==> src/rtl/ctrl_rx_cmd_decoder.sv <==
// Receive-side command decoder: turns framed UART bytes into regfile/ALU strobes.
// Latency: one cycle; every action is registered on the edge that samples its byte.
// Backpressure: none; bytes arriving while an ALU operation is in flight are dropped.
module ctrl_rx_cmd_decoder #(
  parameter int                DATA_W      = 8,
  parameter int                ADDR_W      = 4,
  parameter int                FUN_W       = 4,
  parameter logic [DATA_W-1:0] CMD_WR      = 8'hAA,
  parameter logic [DATA_W-1:0] CMD_RD      = 8'hBB,
  parameter logic [DATA_W-1:0] CMD_ALU_OP  = 8'hCC,
  parameter logic [DATA_W-1:0] CMD_ALU_NOP = 8'hDD
) (
  input  logic              CLK,
  input  logic              RST,
  input  logic [DATA_W-1:0] RX_P_DATA,
  input  logic              RX_D_VLD,
  input  logic              ALU_OUT_VLD,
  output logic [ADDR_W-1:0] Address,
  output logic              WrEn,
  output logic              RdEn,
  output logic [DATA_W-1:0] WrData,
  output logic              ALU_EN,
  output logic [FUN_W-1:0]  ALU_FUN,
  output logic              CLK_EN
);

  localparam logic [2:0] IDLE      = 3'd0;
  localparam logic [2:0] WR_ADDR   = 3'd1;
  localparam logic [2:0] WR_DATA   = 3'd2;
  localparam logic [2:0] RD_ADDR   = 3'd3;
  localparam logic [2:0] OP_A      = 3'd4;
  localparam logic [2:0] OP_B      = 3'd5;
  localparam logic [2:0] ALU_FUN_S = 3'd6;
  localparam logic [2:0] ALU_WAIT  = 3'd7;

  logic [2:0]        state;
  logic [ADDR_W-1:0] wr_addr;

  // Frame parser: strobes default low each cycle, address/data/function hold between strobes.
  always_ff @(posedge CLK or negedge RST) begin
    if (!RST) begin
      state   <= IDLE;
      wr_addr <= '0;
      Address <= '0;
      WrEn    <= 1'b0;
      RdEn    <= 1'b0;
      WrData  <= '0;
      ALU_EN  <= 1'b0;
      ALU_FUN <= '0;
      CLK_EN  <= 1'b0;
    end else begin
      WrEn   <= 1'b0;
      RdEn   <= 1'b0;
      ALU_EN <= 1'b0;
      case (state)
        IDLE: begin
          if (RX_D_VLD) begin
            case (RX_P_DATA)
              CMD_WR:      state <= WR_ADDR;
              CMD_RD:      state <= RD_ADDR;
              CMD_ALU_OP:  state <= OP_A;
              CMD_ALU_NOP: state <= ALU_FUN_S;
              default:     state <= IDLE;
            endcase
          end
        end
        WR_ADDR: begin
          if (RX_D_VLD) begin
            wr_addr <= RX_P_DATA[ADDR_W-1:0];
            state   <= WR_DATA;
          end
        end
        WR_DATA: begin
          if (RX_D_VLD) begin
            Address <= wr_addr;
            WrData  <= RX_P_DATA;
            WrEn    <= 1'b1;
            state   <= IDLE;
          end
        end
        RD_ADDR: begin
          if (RX_D_VLD) begin
            Address <= RX_P_DATA[ADDR_W-1:0];
            RdEn    <= 1'b1;
            state   <= IDLE;
          end
        end
        // Operands land in fixed registers 0 and 1 where the ALU reads them.
        OP_A: begin
          if (RX_D_VLD) begin
            Address <= ADDR_W'(0);
            WrData  <= RX_P_DATA;
            WrEn    <= 1'b1;
            state   <= OP_B;
          end
        end
        OP_B: begin
          if (RX_D_VLD) begin
            Address <= ADDR_W'(1);
            WrData  <= RX_P_DATA;
            WrEn    <= 1'b1;
            state   <= ALU_FUN_S;
          end
        end
        // Clock gate opens together with the start strobe so the ALU sees its first edge.
        ALU_FUN_S: begin
          if (RX_D_VLD) begin
            ALU_FUN <= RX_P_DATA[FUN_W-1:0];
            ALU_EN  <= 1'b1;
            CLK_EN  <= 1'b1;
            state   <= ALU_WAIT;
          end
        end
        // Incoming bytes are not decoded here; only the ALU result ends the operation.
        ALU_WAIT: begin
          if (ALU_OUT_VLD) begin
            CLK_EN <= 1'b0;
            state  <= IDLE;
          end
        end
        default: begin
          CLK_EN <= 1'b0;
          state  <= IDLE;
        end
      endcase
    end
  end

endmodule

==> config.mk <==
export PLATFORM = sky130hd
export DESIGN_NAME = ctrl_rx_cmd_decoder
export DESIGN_NICKNAME = d
export VERILOG_FILES = /design/src/rtl/ctrl_rx_cmd_decoder.sv
export SDC_FILE = /design/constraint.sdc
export NUM_CORES = 1
export LEC_CHECK = 0
export ABC_AREA = 0
export CAP_MARGIN = 25
export CORE_MARGIN = 1.5
export CORE_UTILIZATION = 35
export CTS_CLUSTER_SIZE = 28
export DETAILED_ROUTE_END_ITERATION = 12
export PLACE_DENSITY_LB_ADDON = 0.2
export SLEW_MARGIN = 5
export SYNTH_ARGS = -nofsm -noshare
export SYNTH_HDL_FRONTEND = slang
export SYNTH_SLANG_ARGS = --single-unit
==> constraint.sdc <==
create_clock -name CLK -period 1.9 [get_ports CLK]
set_input_delay 0.38 -clock CLK [delete_from_list [all_inputs] [get_ports CLK]]
set_output_delay 0.38 -clock CLK [all_outputs]
set_load 0.02 [all_outputs]
==> results.md <==
- CTS tree: yes
- Row cnt: 22
- Fmax: 592 MHz
- R2R setup slack: 0.21 ns
- Worst r2r path cells: 3
- CTS Buf Count: 3
- CP Capture Type: flop
- Nets: 166
- Final Instance Area: 0.00181 mm2
- Number of cells upsized or downsized after cts: 0
- Ranking of synthesized cells by area: dfrtp_1 (48%), mux2_4 (8.6%), mux2_2 (7.2%)
- Register area share after synthesis: roughly half
- Vias in the first global route: 1,018
- Post-synthesis cell count: 115
- Area post-placement: about 0.0018 mm2
- Finish-stage setup viols: 0
- Via density: around 5.0
- Yosys cell types: 40
- Setup crit start kind: flop
- Postcts setup bufs: 0
- Leading cell type in the layout, fill and taps excluded: clkdlybuf4s50_1
- Fin. Hold Viols: 0
- CP bufs+invs: 0
- CTS Hold Bufs: 0
- Total Routing Usage GR: 15.1%
- Max-capacitance violation count: 0
- Pin count of the biggest net entering global routing: 28
- Tot Pwr: between 2000 and 2500 uW
- Outcome: completed
- Max VDD drop: 638 uV
- # diodes: 0
- Die Width: 66.3 um
- Gpl congestion: around 0.84
- RSZ-0062 raised after global routing: false
- Initial antenna violation count: 0
- First-pass DRT Iterations: 4
- Via Count: 988
- Area growth, synth to finish: 29.3%
- Area of the multi-input gates: 648 um2
- Normalized max-slew margin: 70.4%
- Root Driver: clkbuf_8
- Synth Register Bits: 27
- FF-to-FF End: WrData[3]
- CP Cell Sequence: ha_1, o21ai_4, mux2_4
- First-pass GRT wire length: 5.03 mm
- Post-synth ARST share: 100%
- Slowest stage cell on the critical path: dfrtp_1
- EDFF count, synth: 0
- Worst Path Arrival: 1.85 ns
- Routed Antenna Nets: 0
- Yosys top cell by area: dfrtp_1
- Final period utilization: 88.9%
- Critical R2R Launch: state[2]
- Syn_nets: 130
- Final Max Tran Viols: 0
- YS warnings: 0
- Die area: around 0.0044 mm2
- P_leak: 0.000823 uW
- Top_reg_cell synth: dfrtp_1
- Port bufs: 31
- Synthesized cell area: 0.00140 mm2
- Cell Pwr Density: 1310 mW/mm2
- Delay-heaviest family, CP: flip-flops
- Clock sink total: 27
- Worst-margin pin slew: 0.442 ns
- Worst-path clk slew: ~0.09 ns
- Register area: 676 um2
- Core Area: 0.00374 mm2
- DPL Wire Length: roughly 2.1 mm
- # fillers: between 300 and 400
- TNS Setup: 0 ns
- Syn_area_per_cell: 12.2 um2
- Initial core utilization: 37.5%
- Final min period: 1.69 ns
- Grt ovf: 0
- Max Buffers Root-to-Sink: 2
- Worst stage delay on the critical path: ~0.46 ns
- Ports: 32
- Min-delay worst type: input pin to async pin
- Clk_skew: between 0.001 and 0.0015 ns
- Synth top area share: 48.2%
- Commonest cells after routing, fill and taps aside: clkdlybuf4s50_1 (31), dfrtp_1 (27), nand2_1 (9), mux2_2 (9), mux2_4 (8)
- Clk Latency, worst-skew pair: 0.27 ns
- Req. time, crit path: slightly above 2 ns
- Crit Path Category: flop to flop
- Total Wirelength: 2.93 mm
- H-tree depth: 1
- Layout cells sized above 1: a little under a quarter
- Worst-path maximum fanout: 9
- Die Y: around 66 um
- DR DRC count: 0
- 1st-iter DRT viols: 28
- Drt wl/cell: 14.8 um
- Hold_ws: 0.474 ns
flip-flops by register name (all words and copies together) (netlist names):
signal	cells
CLK_EN	1
wr_addr	4
state	3
WrData	8
RdEn	1
ALU_FUN	4
Address	4
ALU_EN	1
WrEn	1
metrics by stage:
step	std cells	utilization, %	setup WS [ns]
5_1_grt	198	48.5	0.0724
2_1_floorplan	115	-	0.240
3_5_place_dp	194	47.3	0.0328
4_1_cts	198	48.5	0.178
3_3_place_gp	194	47.3	0.0701
6_report	198	48.5	0.210
area by class of cell:
cell class | instances | area share, %
multi-input combinational | 75 | 35.7
sequential | 27 | 37.2
inverter | 6 | 1.24
clock buffer | 4 | 2.48
tap | 48 | 3.31
timing repair buffer | 38 | 20.0
cell families after synthesis:
group,count (synthesis),share of synthesized area [%]
xor+xnor,2,1.25
simple gates,28,13.9
buf+inv,13,5.62
flops,27,48.2
fa+ha+maj,3,2.68
compound gates,23,11.1
mux,19,17.3
power by group:
group          switching [uW]  internal [uW]
Clock                     174            150
Sequential                115            778
Combinational             536            624
Yosys cell counts (2+ instances only):
cell	n
mux2_2	9
nand2_1	9
dfrtp_1	27
nand4bb_1	2
ha_1	3
o21ai_1	3
mux2_4	8
buf_2	3
o21ai_0	7
nor3b_1	3
inv_1	5
buf_6	3
a21oi_1	6
per-layer routing:
metal | share of wire (%) | GRT usage, % | vias to the layer above
met5 | 0 | 0 | -
li1 | - | - | 471
met3 | 5.8 | 3.24 | 4
met1 | 45 | 20.8 | 482
met4 | 1.1 | 4.59 | 0
met2 | 48 | 23.8 | 31
how the worst max path moves through the flow:
stage,from,end,slack (ns),cells past startpoint
2_1_floorplan,state[1],WrData[0],0.24,6
3_3_place_gp,RX_D_VLD,state[2],0.07,4
3_5_place_dp,RX_D_VLD,state[2],0.03,4
4_1_cts,state[2],WrData[7],0.18,3
5_1_grt,state[1],Address[0],0.07,6
6_report,state[2],WrData[3],0.21,3
(Power assumes the default switching activity.)
==> edit, RTL diff (same settings) <==
Put one more register stage on the output `ALU_FUN`. The value now appears one clock later. The other outputs are not delayed to match.
--- a/src/rtl/ctrl_rx_cmd_decoder.sv
+++ b/src/rtl/ctrl_rx_cmd_decoder.sv
@@ -35,2 +35,4 @@
 
+  logic [FUN_W-1:0] ALU_FUN_s0;
+
   logic [2:0]        state;
@@ -48,3 +50,3 @@
       ALU_EN  <= 1'b0;
-      ALU_FUN <= '0;
+      ALU_FUN_s0 <= '0;
       CLK_EN  <= 1'b0;
@@ -107,3 +109,3 @@
           if (RX_D_VLD) begin
-            ALU_FUN <= RX_P_DATA[FUN_W-1:0];
+            ALU_FUN_s0 <= RX_P_DATA[FUN_W-1:0];
             ALU_EN  <= 1'b1;
@@ -128,2 +130,6 @@
 
+  always_ff @(posedge CLK) begin
+    ALU_FUN <= ALU_FUN_s0;
+  end
+
 endmodule
Formal check against the unedited RTL: not equivalent (Yosys sat finds a counterexample within 4 cycles, from zero or initial values and one cycle with RST low).
==> edit against the unedited design <==
Fmax down 2.7%; routed wire length up 1.8%; synthesized area up 3.0%; sequential cell count up 4; count of clock-buffer cells in the layout up 1; total power up 9.6%; clock skew up 0.0040 ns; clock power up 58%; worst setup slack worse by 0.047 ns; design area up 5.9%; largest power group unchanged.
==> edit: results (changes against the unedited design) <==
[min_path]
hp-class=reg2reg  ; was in2async

[global_routing]
grt_pass1_vias=1071  ; was 1018
use_met1_pct=18.12  ; was 20.82%
grt_pass1_wl_um=5078  ; was 5030 µm
gr-usage-met2_pct=26.86  ; was 23.75%
grt_usage_pct=15.84  ; was 15.13%

[logic_synthesis]
ys_top_cells_by_area=dfrtp_1, mux2_2, dfxtp_1, buf_6, ha_1  ; was dfrtp_1, mux2_4, mux2_2, ha_1, o21ai_0
synth_cell_type_count=39  ; was 40
synth-seq-area-share_pct=52.29  ; was 48.17%
muxShareOfSynthArea_pct=14.98  ; was 17.31%
synthesis.nets=134  ; was 130
synth_compound_area_share_pct=10.48  ; was 11.06%
synth_fa_ha_area_share_pct=2.597  ; was 2.676%

[cells_and_area]
n_fill_cell=369  ; was 356
final_nets=175  ; was 166

[detailed_routing]
wl_met3_um=128  ; was 171 µm
drt-met1-wl_um=1287  ; was 1307 µm
routed-wl-met2_um=1502  ; was 1413 µm
viasPerCell=4.848  ; was 4.990
totalWireLength_um=2978  ; was 2925 µm
vias=1023  ; was 988

[critical_path]
max_stage_delay_ns=0.50  ; was 0.46 ns
critPathArrivalTime_ns=1.89  ; was 1.85 ns
timing.reg2reg.setup_slack_ns=0.16  ; was 0.21 ns

[run_status]
status=finished clean  ; unchanged

[placed_design]
dp_hpwl_um=2198  ; was 2149 µm
dp.cells=203  ; was 194

[power]
peakVddDrop_v=0.0006788  ; was 0.0006376 V
p_switching_uw=884.0  ; was 824.4 µW

[clock_network]
path_clk_slew_ns=0.07  ; was 0.09 ns
cts_buffers=5  ; was 3

[timing]
worst_pin_slew_ns=0.4023  ; was 0.4416 ns

-- edit: final cells by class --
type | count | area (µm²) | share of cell area, %
flip-flops and latches | 31 | 755.7 | 39.32
multi-input cells | 75 | 606.8 | 31.58
repair buffers | 41 | 385.4 | 20.05
clock buffers | 5 | 68.82 | 3.581
well taps | 50 | 62.56 | 3.255
inverters | 6 | 22.52 | 1.172
clock inverters | 3 | 20.02 | 1.042
-- edit: power groups by stage --
| stage | Combinational, µW | Sequential, µW | Clock, µW |
|---|---|---|---|
| floorplan | 468 | 1180 | 0 |
| global placement | 1080 | 995 | 0 |
| detailed placement | 1100 | 1010 | 0 |
| CTS | 1110 | 997 | 529 |
| finish | 1100 | 992 | 513 |
| global route | 1190 | 1030 | 562 |
-- edit: per-stage QoR --
stage                     setup WS [ns]  area [µm²]  hold WS, ns
after floorplan                  0.2909        1445      0.08441
after global placement           0.1564        1833       0.3489
after detailed placement        0.05726        1833       0.3507
after CTS                        0.1778        1922       0.3670
after global routing            0.04067        1922       0.3746
final                            0.1630        1922       0.3641
